$ cat src/rtl/comm_pkg.sv
`default_nettype none
// +----------------------------------------------------------------------+
// | Module      : comm_pkg                                               |
// | Description : Shared framing constants and types for the DA/AD link. |
// | Revision    : 1.0 - initial release                                  |
// +----------------------------------------------------------------------+
package comm_pkg;

  localparam int WORD_W         = 128;
  localparam int SAMPLE_W       = 6;
  localparam int BITS_PER_BEAT  = 2;
  localparam int BEATS_PER_WORD = WORD_W / BITS_PER_BEAT;
  localparam int BEAT_CNT_W     = $clog2(BEATS_PER_WORD);
  localparam int SYNC_W         = 16;

  // Framing defaults shared with the transmit block
  localparam logic [SYNC_W-1:0] DEF_SYNC_WORD = 16'hA5C3;
  localparam int                DEF_THRESH    = 32;

  // Legacy-compatible state encodings
  localparam logic [0:0] ST_HUNT = 1'b0;
  localparam logic [0:0] ST_DATA = 1'b1;

  typedef enum logic [0:0] {
    HUNT = ST_HUNT,
    DATA = ST_DATA
  } state_e;

  // Offset-binary slicer: a sample at or above the threshold is a one
  function automatic logic slice(input logic [SAMPLE_W-1:0] s, input int thresh);
    return (32'(s) >= 32'(thresh));
  endfunction

endpackage
`default_nettype wire

$ cat src/rtl/comm_recv_deser.sv
`default_nettype none
// +----------------------------------------------------------------------+
// | Module      : comm_recv_deser                                        |
// | Description : LSB-first 2-bit-per-beat deserialiser for 128-bit     |
// |               words; flags the beat that completes a word.           |
// | Revision    : 1.0 - initial release                                  |
// +----------------------------------------------------------------------+
module comm_recv_deser
  import comm_pkg::*;
(
  input  logic                     clk,
  input  logic                     rst,
  input  logic                     clear,
  input  logic                     beat_valid,
  input  logic [BITS_PER_BEAT-1:0] beat_bits,
  output logic                     word_done,
  output logic [WORD_W-1:0]        word
);

  logic [WORD_W-1:0]     shift;
  logic [BEAT_CNT_W-1:0] beat_cnt;

  // Shifting right places beat 0 at bits [1:0] once all 64 beats are in
  assign word      = {beat_bits, shift[WORD_W-1:BITS_PER_BEAT]};
  assign word_done = beat_valid && (beat_cnt == BEAT_CNT_W'(BEATS_PER_WORD - 1));

  // Shift register and beat counter; the counter wraps so the next word starts without a gap
  always_ff @(posedge clk) begin
    if (rst || clear) begin
      shift    <= '0;
      beat_cnt <= '0;
    end else if (beat_valid) begin
      shift    <= word;
      beat_cnt <= beat_cnt + 1'b1;
    end
  end

endmodule
`default_nettype wire

$ cat src/rtl/comm_recv.sv
`default_nettype none
// +----------------------------------------------------------------------+
// | Module      : comm_recv                                              |
// | Description : AD receive path: slicer, sync hunter, frame            |
// |               deserialiser and RX FIFO write side.                   |
// | Revision    : 1.0 - initial release                                  |
// +----------------------------------------------------------------------+
module comm_recv
  import comm_pkg::*;
#(
  parameter int                THRESH          = DEF_THRESH,
  parameter logic [SYNC_W-1:0] SYNC_WORD       = DEF_SYNC_WORD,
  parameter int                WORDS_PER_FRAME = 1,
  parameter int                TIMEOUT         = 1024
) (
  input  logic                CLK,
  input  logic                RST,
  input  logic                ad_valid,
  input  logic [SAMPLE_W-1:0] ad1,
  input  logic [SAMPLE_W-1:0] ad2,
  output logic                wr_en,
  output logic [WORD_W-1:0]   dout,
  input  logic                full,
  output logic                locked,
  output logic                overflow,
  output logic                timeout_err,
  output logic [15:0]         drop_cnt
);

  localparam int IDLE_W = $clog2(TIMEOUT + 1);

  state_e                   state;
  logic [SYNC_W-1:0]        sync_sr;
  logic [SYNC_W-1:0]        sync_next;
  logic [7:0]               word_cnt;
  logic [IDLE_W-1:0]        idle_cnt;
  logic [BITS_PER_BEAT-1:0] beat_bits;
  logic                     timeout_hit;
  logic                     data_beat;
  logic                     deser_clear;
  logic                     last_word;
  logic                     word_done;
  logic [WORD_W-1:0]        word;

  assign beat_bits   = {slice(ad2, THRESH), slice(ad1, THRESH)};
  assign sync_next   = {sync_sr[SYNC_W-BITS_PER_BEAT-1:0], beat_bits};
  // The timeout is checked before the beat, so a beat arriving on the timeout cycle is dropped
  assign timeout_hit = (state == DATA) && (idle_cnt == IDLE_W'(TIMEOUT));
  assign data_beat   = (state == DATA) && ad_valid && !timeout_hit;
  assign deser_clear = (state == HUNT) || timeout_hit;
  assign last_word   = (word_cnt == 8'(WORDS_PER_FRAME - 1));
  assign locked      = (state == DATA);

  comm_recv_deser u_deser (
    .clk        (CLK),
    .rst        (RST),
    .clear      (deser_clear),
    .beat_valid (data_beat),
    .beat_bits  (beat_bits),
    .word_done  (word_done),
    .word       (word)
  );

  // Framing FSM: hunt for the sync word, then count words and idle cycles
  always_ff @(posedge CLK) begin
    if (RST) begin
      state    <= HUNT;
      sync_sr  <= '0;
      word_cnt <= '0;
      idle_cnt <= '0;
    end else begin
      case (state)
        HUNT: begin
          word_cnt <= '0;
          idle_cnt <= '0;
          if (ad_valid) begin
            sync_sr <= sync_next;
            if (sync_next == SYNC_WORD) begin
              state <= DATA;
            end
          end
        end
        DATA: begin
          if (timeout_hit) begin
            state    <= HUNT;
            sync_sr  <= '0;
            idle_cnt <= '0;
            word_cnt <= '0;
          end else begin
            if (ad_valid) begin
              idle_cnt <= '0;
            end else begin
              idle_cnt <= idle_cnt + 1'b1;
            end
            if (word_done) begin
              if (last_word) begin
                state    <= HUNT;
                sync_sr  <= '0;
                word_cnt <= '0;
              end else begin
                word_cnt <= word_cnt + 1'b1;
              end
            end
          end
        end
        default: state <= HUNT;
      endcase
    end
  end

  // FIFO write side and status pulses, one cycle after the completing beat
  always_ff @(posedge CLK) begin
    if (RST) begin
      wr_en       <= 1'b0;
      dout        <= '0;
      overflow    <= 1'b0;
      timeout_err <= 1'b0;
      drop_cnt    <= '0;
    end else begin
      wr_en       <= word_done && !full;
      overflow    <= word_done && full;
      timeout_err <= timeout_hit;
      if (word_done && !full) begin
        dout <= word;
      end
      if (word_done && full && (drop_cnt != 16'hFFFF)) begin
        drop_cnt <= drop_cnt + 1'b1;
      end
    end
  end

endmodule
`default_nettype wire

$ cat config.mk
export PLATFORM = sky130hd
export DESIGN_NAME = comm_recv
export DESIGN_NICKNAME = d
export VERILOG_FILES = /design/src/rtl/comm_pkg.sv /design/src/rtl/comm_recv_deser.sv /design/src/rtl/comm_recv.sv
export SDC_FILE = /design/constraint.sdc
export NUM_CORES = 1
export LEC_CHECK = 0
export ABC_AREA = 1
export CAP_MARGIN = 5
export CORE_MARGIN = 1.5
export CORE_UTILIZATION = 55
export CTS_CLUSTER_DIAMETER = 50
export DETAILED_ROUTE_END_ITERATION = 6
export PLACE_DENSITY = 0.81
export SYNTH_ARGS = -nofsm -noshare
export SYNTH_HDL_FRONTEND = slang
export SYNTH_SLANG_ARGS = --single-unit
$ cat constraint.sdc
create_clock -name CLK -period 2.5 [get_ports CLK]
set_clock_uncertainty 0.2 [all_clocks]
set_input_delay 0.25 -clock CLK [delete_from_list [all_inputs] [get_ports CLK]]
set_output_delay 0.25 -clock CLK [all_outputs]
set_load 0.01 [all_outputs]
==> impl_metrics.yaml <==
status:
  run_status: "complete, no violations"
grt:
  grtUsageTotal: 0.246
  pin_count_of_the_biggest_net_entering_global_routing: 81
  grt_first_pass_wirelength_um: 46400
  gr-usage-met3: 0.0467
  grt_overflow_total: 0
  grt.busiest_layer: "met2"
  grt_pass1_vias: 9864
  grt_antenna_before_repair: 0
  groute.layer.met1.usage: 0.310
  grtUsageMet2: 0.429
cells_and_area:
  n_fill_cell: 1720
  antenna-diode-count: 0
  finish.utilization: 0.701
  drive_gt1_frac: 0.0508
  total_number_of_nets_in_the_final_design: 1772
  areaGrowthSynthToFinish_pct: 23.8
clocking:
  postCtsSetupRepairBufs: 0
  clk_transition_reported_paths_ns: 0.06
  cts.htree.levels: 2
  clk_buf_depth: 3
  cts_inserted_buffers: 34
  clock_insertion_delay_worst_skew_ns: 0.50
  cts-root-buf: "sky130_fd_sc_hd__clkbuf_16"
  numClockSinks: 313
  clock_tree_from_tritoncts: "built"
detailed_routing:
  vias_per_cell: 5.14
  detailroute.via_count: 10500
  antenna_left: 0
  avgRoutedWirePerCell_um: 13.7
  drt_iter0_markers: 689
  routed_wl_um: 28100
  drtPass1Iterations: 5
  drc_errors: 0
timing:
  min_period_ns: 2.33
  timing.final.crit_share: 0.933
  final_hold_viol_count: 0
  setup_total_negative_slack_ns: 0
  slew-limit-headroom: 0.478
  fin_hold_ws_ns: 0.133
  slew_viol_final: 0
  timing_worst_slew_pin_value_ns: 0.784
  setup-violations-final: 0
  rsz0062_at_grt: "no"
  clock.fmax_mhz: 429
yosys:
  yosysWarningCount: 0
  async_set_or_reset_flop_fraction_in_the_synthesized_netlist: 0
  post_synth_inst_count: 1636
  synth_edf_count: 0
  synth_area_sq_um: 12000
  synth_top_area_share: 0.522
  top_cells_by_area_in_the_synthesized_netlist: "sky130_fd_sc_hd__dfxtp_1 (52%), sky130_fd_sc_hd__nor2_1 (17%), sky130_fd_sc_hd__o21ai_0 (10%)"
  netlist_top_cells_count: "sky130_fd_sc_hd__nor2_1 (549), sky130_fd_sc_hd__dfxtp_1 (313), sky130_fd_sc_hd__o21ai_0 (246), sky130_fd_sc_hd__inv_1 (167), sky130_fd_sc_hd__nand2_1 (87)"
  net_count_after_synthesis: 1658
  cell_taking_the_most_area_after_synthesis: "sky130_fd_sc_hd__dfxtp_1"
  yosysUniqueCellTypes: 30
  postSynthAreaPerCell_sq_um: 7.34
  yosys.cell_count.top_type: "sky130_fd_sc_hd__nor2_1"
  sequential_share_of_the_synthesized_area: 0.522
  ys.flop_type: "sky130_fd_sc_hd__dfxtp_1"
  total_of_flip_flops_plus_latches_after_synthesis: 313
worst_setup_path:
  end_kind: "flip-flop"
  startpoint_type_of_the_worst_setup_path: "flip-flop"
  timing.critical_path.arrival_ns: 2.49
  timing.critical_path.required_ns: 2.66
  timing.rr.start: "drop_cnt[0]"
  crit_fanout: 13
  critical_path.startpoint: "drop_cnt[0]"
  path_type_of_the_worst_setup_path: "reg2reg"
worst_hold_path:
  timing.hold.worst.start: "ad_valid"
  worst_hold_path_type: "in2reg"
placed_design:
  gpl.final_weighted_congestion: 0.858
  dp_hpwl_um: 16900
  port_buffers: 153
floorplan:
  die_height_um: 151
  floorplan.die_area_sq_um: 22700
  num_rows: 53
  die-width_um: 151
  core_outline_area_sq_um: 21200
  start_util: 0.566
  pin_count: 164
pwr:
  total_power_consumption_mw: 10.3
  power_switching_share: 0.201
  peak_vdd_ir_mv: 0.514
  cellInternalPower_mw: 8.22
  leakage_nw: 7.35
  power_switching_mw: 2.07
  power_density_nw_per_um2: 692
  power.sequential.fraction: 0.485
  clkPwrFrac: 0.500
  power.share.combinational: 0.015
flow_run:
  cap_violations: 0
## what timing repair did
item	in CTS	in global routing
hold buffers	0	0
resized for setup	1	2
setup endpoints to repair	14	16
## per-layer routing
metal,vias up,share of wire
met2,233,0.48
li1,5330,-
met4,0,0.015
met5,-,0
met3,35,0.056
met1,4917,0.45
## layout make-up
type	instances	area (sq um)	share of cell area
Multi-Input combinational cell	1056	4690	0.315
Sequential cell	313	6270	0.421
Clock buffer	47	1030	0.0695
Inverter	172	649	0.0437
Timing Repair Buffer	173	1760	0.118
Tap cell	275	344	0.0231
Clock inverter	10	134	0.00900
## registers in the layout (all words and copies together), names as in the netlist
name / flops
dout: 128
drop_cnt: 16
idle_cnt: 11
locked: 1
overflow: 1
sync_sr: 14
timeout_err: 1
u_deser.beat_cnt: 6
u_deser.shift: 126
word_cnt: 8
wr_en: 1
## cells in the final DEF (no fill, tap or decap), drive strengths merged, types with 2 or more instances in the layout
cell type and instances:
a21oi 43, clkbuf 47, dfxtp 313, xor2 11
ha 6, nor2 553, inv 171, clkdlybuf4s50 152
nand4 10, clkinv 7, nand3b 2, nand2 88
nand3 49, bufinv 3, o211ai 4, xnor2 7
nor3b 2, nor3 13, o21ai 267, buf 21
## power by group through the flow
| stage | Clock [mW] | Combinational, mW | Sequential, mW |
|---|---|---|---|
| 2_1_floorplan | 0 | 0.107 | 5.10 |
| 3_3_place_gp | 0 | 0.145 | 5.10 |
| 3_5_place_dp | 0 | 0.148 | 5.10 |
| 4_1_cts | 5.23 | 0.150 | 4.99 |
| 5_1_grt | 5.42 | 0.169 | 4.99 |
| 6_report | 5.15 | 0.151 | 4.99 |
## path summary, 6_finish.rpt
path	end	slack, ns	depth (start not counted)
worst max-delay path	drop_cnt[8]	0.17	8
worst min-delay path	u_deser.shift[127]	0.13	5
worst max register to register	drop_cnt[8]	0.17	8
worst min register to register	idle_cnt[0]	0.26	1
## cell families after synthesis
family / Yosys count / synth area share
buffers and inverters: 267 / 0.0900
AOI/OAI and AO/OA: 314 / 0.132
adders and majority gates: 6 / 0.00625
DFF: 313 / 0.522
and+or+nand+nor: 718 / 0.237
xor gates and xnor gates: 18 / 0.0131
## worst max-delay path, cell delays in order (launching register included)
cell and delay, ns:
sky130_fd_sc_hd__dfxtp_1 0.44, sky130_fd_sc_hd__ha_1 0.30, sky130_fd_sc_hd__nand2_1 0.12, sky130_fd_sc_hd__nor2_2 0.24, sky130_fd_sc_hd__nand4_1 0.13, sky130_fd_sc_hd__nor2_2 0.25
sky130_fd_sc_hd__inv_1 0.27, sky130_fd_sc_hd__nand3_1 0.17, sky130_fd_sc_hd__a21oi_1 0.08
## per-stage QoR
stage                     instance area (sq um)  cells  worst slack (ns)
after global placement                    13700   1989            0.0596
after detailed placement                  13700   1989           -0.0414
final                                     14900   2046             0.167
after global routing                      14900   2046            0.0251
after CTS                                 14900   2046             0.100
after floorplan                           12000   1636             0.570
Note: power is estimated with default switching activity, not from simulation.
